`src/rtl/io_pkg.sv`:
```
// Shared definitions for the board I/O input stage: FSM encoding, datapath width, debounce default.
// Latency: n/a (package only). Backpressure: n/a.
package io_pkg;

    typedef enum logic [1:0] {
        IDLE         = 2'd0,
        WAIT_RELEASE = 2'd1,
        WAIT_PRESS   = 2'd2,
        DONE         = 2'd3
    } in_state_t;

    localparam int DATA_W            = 32;
    localparam int DEFAULT_DB_CYCLES = 16;

endpackage

```
`src/rtl/input_debouncer.sv`:
```
// Two-flop synchroniser plus stable-count debouncer for the confirm button; press is a one-cycle rising-edge pulse.
// Latency: raw edge to press is 2 + DB_CYCLES cycles for a clean input. Backpressure: none, free-running.
module input_debouncer
    import io_pkg::*;
#(
    parameter int DB_CYCLES = DEFAULT_DB_CYCLES
) (
    input  logic clock,
    input  logic rst,
    input  logic button_in,
    output logic db_level,
    output logic press
);

    localparam logic [15:0] CNT_LAST = 16'(DB_CYCLES - 1);

    logic [1:0]  sync;
    logic        btn_s;
    logic [15:0] db_cnt;
    logic        level_q;

    assign btn_s = sync[1];

    always_ff @(posedge clock) begin
        if (rst) begin
            sync     <= 2'b00;
            db_cnt   <= 16'd0;
            db_level <= 1'b0;
            level_q  <= 1'b0;
        end else begin
            sync    <= {sync[0], button_in};
            level_q <= db_level;
            // Any sample agreeing with the current level restarts the stability window.
            if (btn_s == db_level) begin
                db_cnt <= 16'd0;
            end else if (db_cnt == CNT_LAST) begin
                db_level <= ~db_level;
                db_cnt   <= 16'd0;
            end else begin
                db_cnt <= db_cnt + 16'd1;
            end
        end
    end

    assign press = db_level & ~level_q;

endmodule

```
`src/rtl/switch_input_handshake.sv`:
```
// Stalls the PC on an input instruction, waits for a clean button press and captures the switches (SWITCH_INPUT_SIGN_EXT_EN selects sign extension).
// Latency: press to in_valid 1 cycle. Backpressure: stall holds the PC while in_req is pending; withdrawing in_req aborts.
module switch_input_handshake
    import io_pkg::*;
#(
    parameter int DB_CYCLES = DEFAULT_DB_CYCLES,
    parameter int SW_WIDTH  = 16
) (
    input  logic                clock,
    input  logic                rst,
    input  logic                button_in,
    input  logic [SW_WIDTH-1:0] switches,
    input  logic                in_req,
    output logic                stall,
    output logic                in_valid,
    output logic [DATA_W-1:0]   in_data,
    output logic                busy
);

    in_state_t             state;
    in_state_t             state_nxt;
    logic                  capture;
    logic [SW_WIDTH-1:0]   cap_reg;
    logic                  db_level;
    logic                  press;

    input_debouncer #(
        .DB_CYCLES (DB_CYCLES)
    ) u_debouncer (
        .clock     (clock),
        .rst       (rst),
        .button_in (button_in),
        .db_level  (db_level),
        .press     (press)
    );

    always_comb begin
        state_nxt = state;
        capture   = 1'b0;
        case (state)
            IDLE: begin
                // A button still held from the previous input must be released first.
                if (in_req) begin
                    state_nxt = db_level ? WAIT_RELEASE : WAIT_PRESS;
                end
            end
            WAIT_RELEASE: begin
                if (!in_req) begin
                    state_nxt = IDLE;
                end else if (!db_level) begin
                    state_nxt = WAIT_PRESS;
                end
            end
            WAIT_PRESS: begin
                if (!in_req) begin
                    state_nxt = IDLE;
                end else if (press) begin
                    state_nxt = DONE;
                    capture   = 1'b1;
                end
            end
            DONE: begin
                state_nxt = IDLE;
            end
            default: begin
                state_nxt = IDLE;
            end
        endcase
    end

    always_ff @(posedge clock) begin
        if (rst) begin
            state   <= IDLE;
            cap_reg <= '0;
        end else begin
            state <= state_nxt;
            if (capture) begin
                cap_reg <= switches;
            end
        end
    end

    assign stall    = in_req & (state != DONE) & ~rst;
    assign in_valid = (state == DONE) & in_req & ~rst;
    assign busy     = (state != IDLE) & ~rst;

`ifdef SWITCH_INPUT_SIGN_EXT_EN
    assign in_data = {{(DATA_W - SW_WIDTH){cap_reg[SW_WIDTH-1]}}, cap_reg};
`else
    assign in_data = {{(DATA_W - SW_WIDTH){1'b0}}, cap_reg};
`endif

endmodule

```
`config.mk`:
```
export PLATFORM = sky130hd
export DESIGN_NAME = switch_input_handshake
export DESIGN_NICKNAME = d
export VERILOG_FILES = /design/src/rtl/io_pkg.sv /design/src/rtl/input_debouncer.sv /design/src/rtl/switch_input_handshake.sv
export SDC_FILE = /design/constraint.sdc
export NUM_CORES = 1
export LEC_CHECK = 0
export CORE_ASPECT_RATIO = 0.5
export CORE_MARGIN = 3
export CORE_UTILIZATION = 40
export DETAILED_ROUTE_END_ITERATION = 8
export MAX_ROUTING_LAYER = met4
export PLACE_DENSITY = 0.83
export SYNTH_ARGS = -nofsm -noshare
export SYNTH_HDL_FRONTEND = slang
export SYNTH_SLANG_ARGS = --single-unit
```
`constraint.sdc`:
```
create_clock -name clock -period 3.11 [get_ports clock]
set_input_delay 0.622 -clock clock [delete_from_list [all_inputs] [get_ports clock]]
set_output_delay 0.622 -clock clock [all_outputs]
set_load 0.02 [all_outputs]
```
# Word-level counts from Yosys, hierarchy flattened
# Cells that the tools add are included.
[op_classes]
addsub = 1
n_eq_ne = 9
n_mux = 10
n_bitwise = 10
reduce_logical = 5
[ops]
columns = ["operator", "count"]
rows = [
  ["$add A16 B1 Y16 const B", 1],
  ["$eq A16 B4 Y1 const B", 1],
  ["$mux W2", 6],
  ["$pmux W2 S4", 1],
  ["$and A1 B1 Y1", 6],
  ["$ne A3 B3 Y1 const B", 2],
  ["$eq A2 B2 Y1 const B", 2],
  ["$ne A2 B2 Y1 const B", 2],
  ["$not A1 Y1", 4],
  ["$mux W1", 3],
  ["$reduce_and A3 Y1", 1],
  ["$reduce_or A3 Y1", 1],
  ["$eq A2 B1 Y1 const B", 1],
  ["$logic_not A2 Y1", 1],
  ["$reduce_and A2 Y1", 1],
  ["$reduce_bool A2 Y1", 1],
  ["$eq A1 B1 Y1", 1],
]
[totals]
reg_bits = 38
in_bits = 20
output_inout_bits = 35
elab_cells = 41

# Logic depth before layout (Yosys ltp)
# Gate-level depths: netlist of run 1.
[logic_depth]
ltp_word = 5
mapped_depth = 6
depth_no_buf = 5

# By module
# Synthesis of run 1 repeated with hierarchy kept, for this count alone.
[hier_totals]
cells_unflattened = 189
area_unflattened_um2 = 1821.7
[by_module_without_submodules]
columns = ["mod", "instances", "cells_per_inst", "area_per_inst_um2", "seq_area_each_um2"]
rows = [
  ["switch_input_handshake", 1, 99, 987.2, 360.3],
  ["input_debouncer", 1, 90, 834.6, 400.4],
]

# Least setup slack after synthesis of run 1
# No wires, ideal clock.
[synth_path]
path_type = "input to output"
from = "in rst"
to = "out stall"
arrival_time_ps = 1131
required_time_ps = 2488
slack_ps = 1357
stages = 2
path_buffers = 0
path_cell_list = "nand2b_1 -> a21oi_1"
[synth_via]
elab_chain_len = 2
[synth_rtl]
columns = ["item", "line", "text"]
rows = [
  ["start: declaration", "switch_input_handshake.sv:10", "input logic rst,"],
  ["$not A1 Y1", "switch_input_handshake.sv:83", "assign stall = in_req & (state != DONE) & ~rst;"],
  ["$and A1 B1 Y1", "switch_input_handshake.sv:83", ""],
  ["end: declaration", "switch_input_handshake.sv:14", "output logic stall,"],
]
# No other way between the ends.

# Final worst setup path of run 1
# Ends and elaborated chain as after synthesis.

==> flow_summary.ini, run 1 <==
[floorplanning]
rows = 15
core_mm2 = 0.00364
die_x_um = 95.6
io_pins = 55
dieArea_mm2 = 0.00485
start_util_pct = 44.1
fp.dieH_um = 50.8

[finish]
n_fill_cell = 315
final_cell_mix = nand2_1, dfxtp_1, clkdlybuf4s50_1
layout-drive-gt1-share_pct = 5.70
final_nets = 249
multi_input_area_um2 = 739
fin_cells = 279
syn_to_final_growth_pct = 29.4
seqCellArea_um2 = 761
n_antenna_cell = 0

[worst_hold_path]
hold_path_class = flip-flop to flip-flop

[clock_network]
root_buffer = clkbuf_8
cts_resized = 0
htree_levels = 2
clockBufferDepth = 2
clock_sinks = 38
clk_pin_slew_ps = 70
ctsHoldBuffers = 0
cts_tree = yes
clkLatencyLatePin_ps = 280
cts_made_buffers = 5
postCtsSetupBuffers = 0

[synthesis]
avgSynthCellArea_um2 = 8.49
syn_area_mm2 = 0.00160
synthAdderAreaFrac_pct = 0.780
synth_top_family_by_area = simple AND/OR/NAND/NOR gates
yosysSeqAreaShare_pct = 47.4
ys_warn_count = 0
yosys.area_share.simple_pct = 26.7
yosysUniqueCellTypes = 27
synthXorXnorAreaFrac_pct = 8.19
syn_inst = 189
synth_compound_area_share_pct = 6.08
ys_seq_elements = 38
synthMuxAreaShare_pct = 0.624

[pwr]
p_leak_nw = 0.707
pwr_density_cell_mw_per_mm2 = 463
max-vdd-ir-drop_uv = 202

[detailed_routing]
drt_iter0_drc = 109
wl_um = 3100
ant_nets = 0
wl_met2_um = 1430
met1_length_um = 1400
vias = 1329
wl_met3_um = 254
first_pass_iters = 4
viasPerCell = 4.76
drc = 0
top_layer = met4
drt-wirelength-per-cell_um = 11.1

[timing]
fin_setup_tns_ps = 0
setup_viol = 0
maxSlewHeadroom_pct = 56.9
slew_viol_final = 0
finalHoldViolations = 0
rsz0062_at_grt = false
fmax_ghz = 0.379
worstMarginPinSlew_ps = 645
skew_ps = 9.52
fin_crit_sh_pct = 84.9
period_needed_ps = 2640

[worst_setup_path]
worstSetupPathType = primary input to output pin
cp-start-kind = primary input
cp.required_ps = 2490
cp_data_arrival_time_ps = 2020
crit_fanout = 2
endpoint_kind = output pin

[global_routing]
grt_max_degree = 25
grt_usage_pct = 14.5
grt_pass1_wl_um = 5390
grt_pass1_vias = 1229
antenna_found_initial = 0
grt.overflow.total = 0

[placement]
hpwlAfterDp_um = 2290
portBuffers = 38
dp.cells = 272
gp_congestion = 0.763

[run]
drv_cap = 0

[status]
status = finished, final reports clean
stage by stage:
step	total power [mW]	instance area [um2]	utilization [%]	setup WS, ps	hold slack, ps
6_report	0.962	2080	57.0	468	448
5_1_grt	0.998	2080	57.0	402	465
4_1_cts	0.973	2080	57.0	448	454
3_5_place_dp	0.559	1960	53.9	453	437
3_3_place_gp	0.558	1960	53.9	474	428
2_1_floorplan	0.544	1660	-	1360	414
critical path, stage by stage:
cell and delay [ps]:
clkdlybuf4s50_1 430, nand2b_1 170, a21oi_1 160, clkdlybuf4s50_1 640
Yosys cell counts:
master,instances,area (um2)
clkbuf_1,3,11.3
nand2b_1,1,6.26
inv_1,3,11.3
nor2_2,4,25.0
nand4_1,4,25.0
o21ai_0,1,5.00
mux2i_1,1,10.0
buf_2,1,5.00
buf_4,17,128
and4b_1,1,10.0
nor2b_1,3,18.8
nor2_1,18,67.6
nor3_1,4,20.0
nand3_1,4,20.0
dfxtp_1,38,761
nor4_1,8,50.1
a21oi_1,17,85.1
nand2_1,38,143
conb_1,1,3.75
xnor2_1,13,114
nand4_4,1,21.3
clkbuf_2,1,5.00
and3_1,2,12.5
and4_1,1,8.76
xor2_1,2,17.5
a21boi_0,1,7.51
ha_1,1,12.5
metal layers:
layer	vias to the layer above	GRT usage (%)
met2	60	23.8
met3	2	4.04
met4	0	4.25
met1	597	17.3
li1	670	-
met5	-	-
power breakdown:
group	total, mW	switching, mW	internal (mW)
Combinational	0.0575	0.0312	0.0263
Clock	0.414	0.157	0.256
Sequential	0.491	0.00200	0.489
layout make-up:
type                    instances  area share (%)
well taps                      51            3.07
clock inverters                 1            1.45
clock buffers                   6            3.98
repair buffers                 39            18.7
multi-input cells             141            35.6
inverters                       3           0.542
flip-flops and latches         38            36.6
final timing paths:
path,from,endpoint,slack (ps),cells past startpoint
max,rst,stall,470,4
min,u_debouncer.sync[0],u_debouncer.sync[1],450,1
max reg2reg,u_debouncer.db_cnt[0],u_debouncer.db_cnt[4],1420,5
min reg2reg,u_debouncer.sync[0],u_debouncer.sync[1],450,1
kinds of logic (layout without fill, tap and decap cells):
| logic type | after synthesis | in the layout |
|---|---|---|
| DFF | 38 | 38 |
| muxes | 1 | 1 |
| adders and majority gates | 1 | 1 |
| AOI/OAI and AO/OA | 19 | 19 |
| other | 1 | 16 |
| buffers and inverters | 25 | 49 |
| xor gates and xnor gates | 15 | 15 |
| and+or+nand+nor | 89 | 89 |
Note: power is estimated with default switching activity, not from simulation.
==> run 2, diff against run 1 <==
PLACE_DENSITY = 0.86   (was 0.83)
clock period = 2.15 ns   (was 3.11 ns; I/O delays follow)
==> run 2 against run 1 <==
  * Register-to-register slack got worse by 800 ps
  * Largest cell class unchanged
  * Highest routed layer unchanged
  * Worst setup slack got worse by 310 ps
  * Non-clock buffer count increased by 5
==> flow_summary.ini, run 2 (synthesized netlist as in run 1, its figures left out) <==
[detailed_routing]
ant_nets = 0
viasPerCell = 4.85
first_pass_iters = 4
drt_iter0_drc = 56
wl_um = 3320
vias = 1382
drc = 0
drt-wirelength-per-cell_um = 11.6

[finish]
final_cell_mix = nand2_1, dfxtp_1, clkdlybuf4s50_1
layout-drive-gt1-share_pct = 8.12
stdcell_area_mm2 = 0.00209
n_antenna_cell = 0
fin_cells = 285
final_nets = 254
syn_to_final_growth_pct = 30.4

[worst_setup_path]
cp-start-kind = primary input
crit_fanout = 2
endpoint_kind = output pin
cp.required_ps = 1720
worstPathCellList = clkdlybuf4s50_1, nand2b_1, a21oi_1, dlygate4sd2_1
worstSetupPathType = primary input to output pin
reg2reg_slack_ps = 620
cp_data_arrival_time_ps = 1560
max_stage_delay_ps = 450
slowest_stage = clkdlybuf4s50_1
cpLargestDelayFamily = buffers and inverters
path_buf_inv = 2

[global_routing]
antenna_found_initial = 0
grt_max_degree = 24
grt_usage_pct = 15.4
grt.overflow.total = 0
grt_pass1_vias = 1297
grt_pass1_wl_um = 5590

[clock_network]
clk_pin_slew_ps = 70
cts_tree = yes
clkLatencyLatePin_ps = 280
cts_made_buffers = 5
root_buffer = clkbuf_8
clock_sinks = 38
htree_levels = 2
clockBufferDepth = 2
postCtsSetupBuffers = 0

[placement]
gp_congestion = 0.880
dp.cells = 277
portBuffers = 38
hpwlAfterDp_um = 2300
place_ws_ps = -124
place_area_mm2 = 0.00200

[run]
drv_cap = 0

[pwr]
finalPower_mw = 1.30
p_leak_nw = 0.733
max-vdd-ir-drop_uv = 355
pwr_density_cell_mw_per_mm2 = 619

[floorplanning]
rows = 15
fp.dieH_um = 50.8
dieArea_mm2 = 0.00485
io_pins = 55
die_x_um = 95.6
start_util_pct = 44.1
core_mm2 = 0.00364

[timing]
setup_ws_ps = 156
rsz0062_at_grt = false
slew_viol_final = 0
skew_ps = 4.75
setup_viol = 0
fmax_ghz = 0.501
finalHoldViolations = 0
fin_crit_sh_pct = 92.8
hold_slack_ps = 451
period_needed_ps = 1990

[worst_hold_path]
hold_path_class = flip-flop to flip-flop

[status]
status = finished, final reports clean
## run 2: report_power, final
group	internal [mW]	total [mW]	switching, mW	leakage (nW)
sequential	0.707	0.710	0.00308	0.307
clock	0.257	0.501	0.243	0.0472
combinational	0.0397	0.0854	0.0458	0.379
total	1.00	1.30	0.292	0.733
## run 2: routing by layer
| layer | track usage, % | vias up | wire [um] |
|---|---|---|---|
| li1 | - | 682 | - |
| met1 | 16.5 | 624 | 1450 |
| met5 | - | - | 0 |
| met4 | 7.08 | 0 | 51 |
| met3 | 5.69 | 10 | 240 |
| met2 | 25.5 | 66 | 1580 |
## run 2: metrics by stage
stage          utilization (%)  TNS (ps)
2_1_floorplan                -         0
3_3_place_gp              54.9      -132
3_5_place_dp              54.9      -194
4_1_cts                   57.5         0
5_1_grt                   57.5         0
6_report                  57.5         0
## run 2: path summary, 6_finish.rpt
kind,cells past startpoint,from,endpoint
max reg2reg,6,u_debouncer.db_cnt[0],u_debouncer.db_cnt[5]
max,4,rst,stall
min,1,u_debouncer.sync[0],u_debouncer.sync[1]
min reg2reg,1,u_debouncer.sync[0],u_debouncer.sync[1]
## run 2: repair_timing
item / in CTS / in global routing
gates resized for setup: 3 / 0
hold buffers: 0 / 0
setup endpoints to repair: 3 / 0
## run 2: cell type report
type / count / area, um2
Clock buffer: 6 / 82.6
Clock inverter: 2 / 12.5
Fill cell: 325 / 1550
Inverter: 3 / 11.3
Multi-Input combinational cell: 141 / 739
Sequential cell: 38 / 761
Tap cell: 51 / 63.8
Timing Repair Buffer: 44 / 422
==> run 3, diff against run 2 <==
ABC_CLOCK_PERIOD_IN_PS = 2150   (was default)
SLEW_MARGIN = 20   (was default)
==> results of run 3 <==
No change in the layout: final DEF, timing and power equal those of run 2.
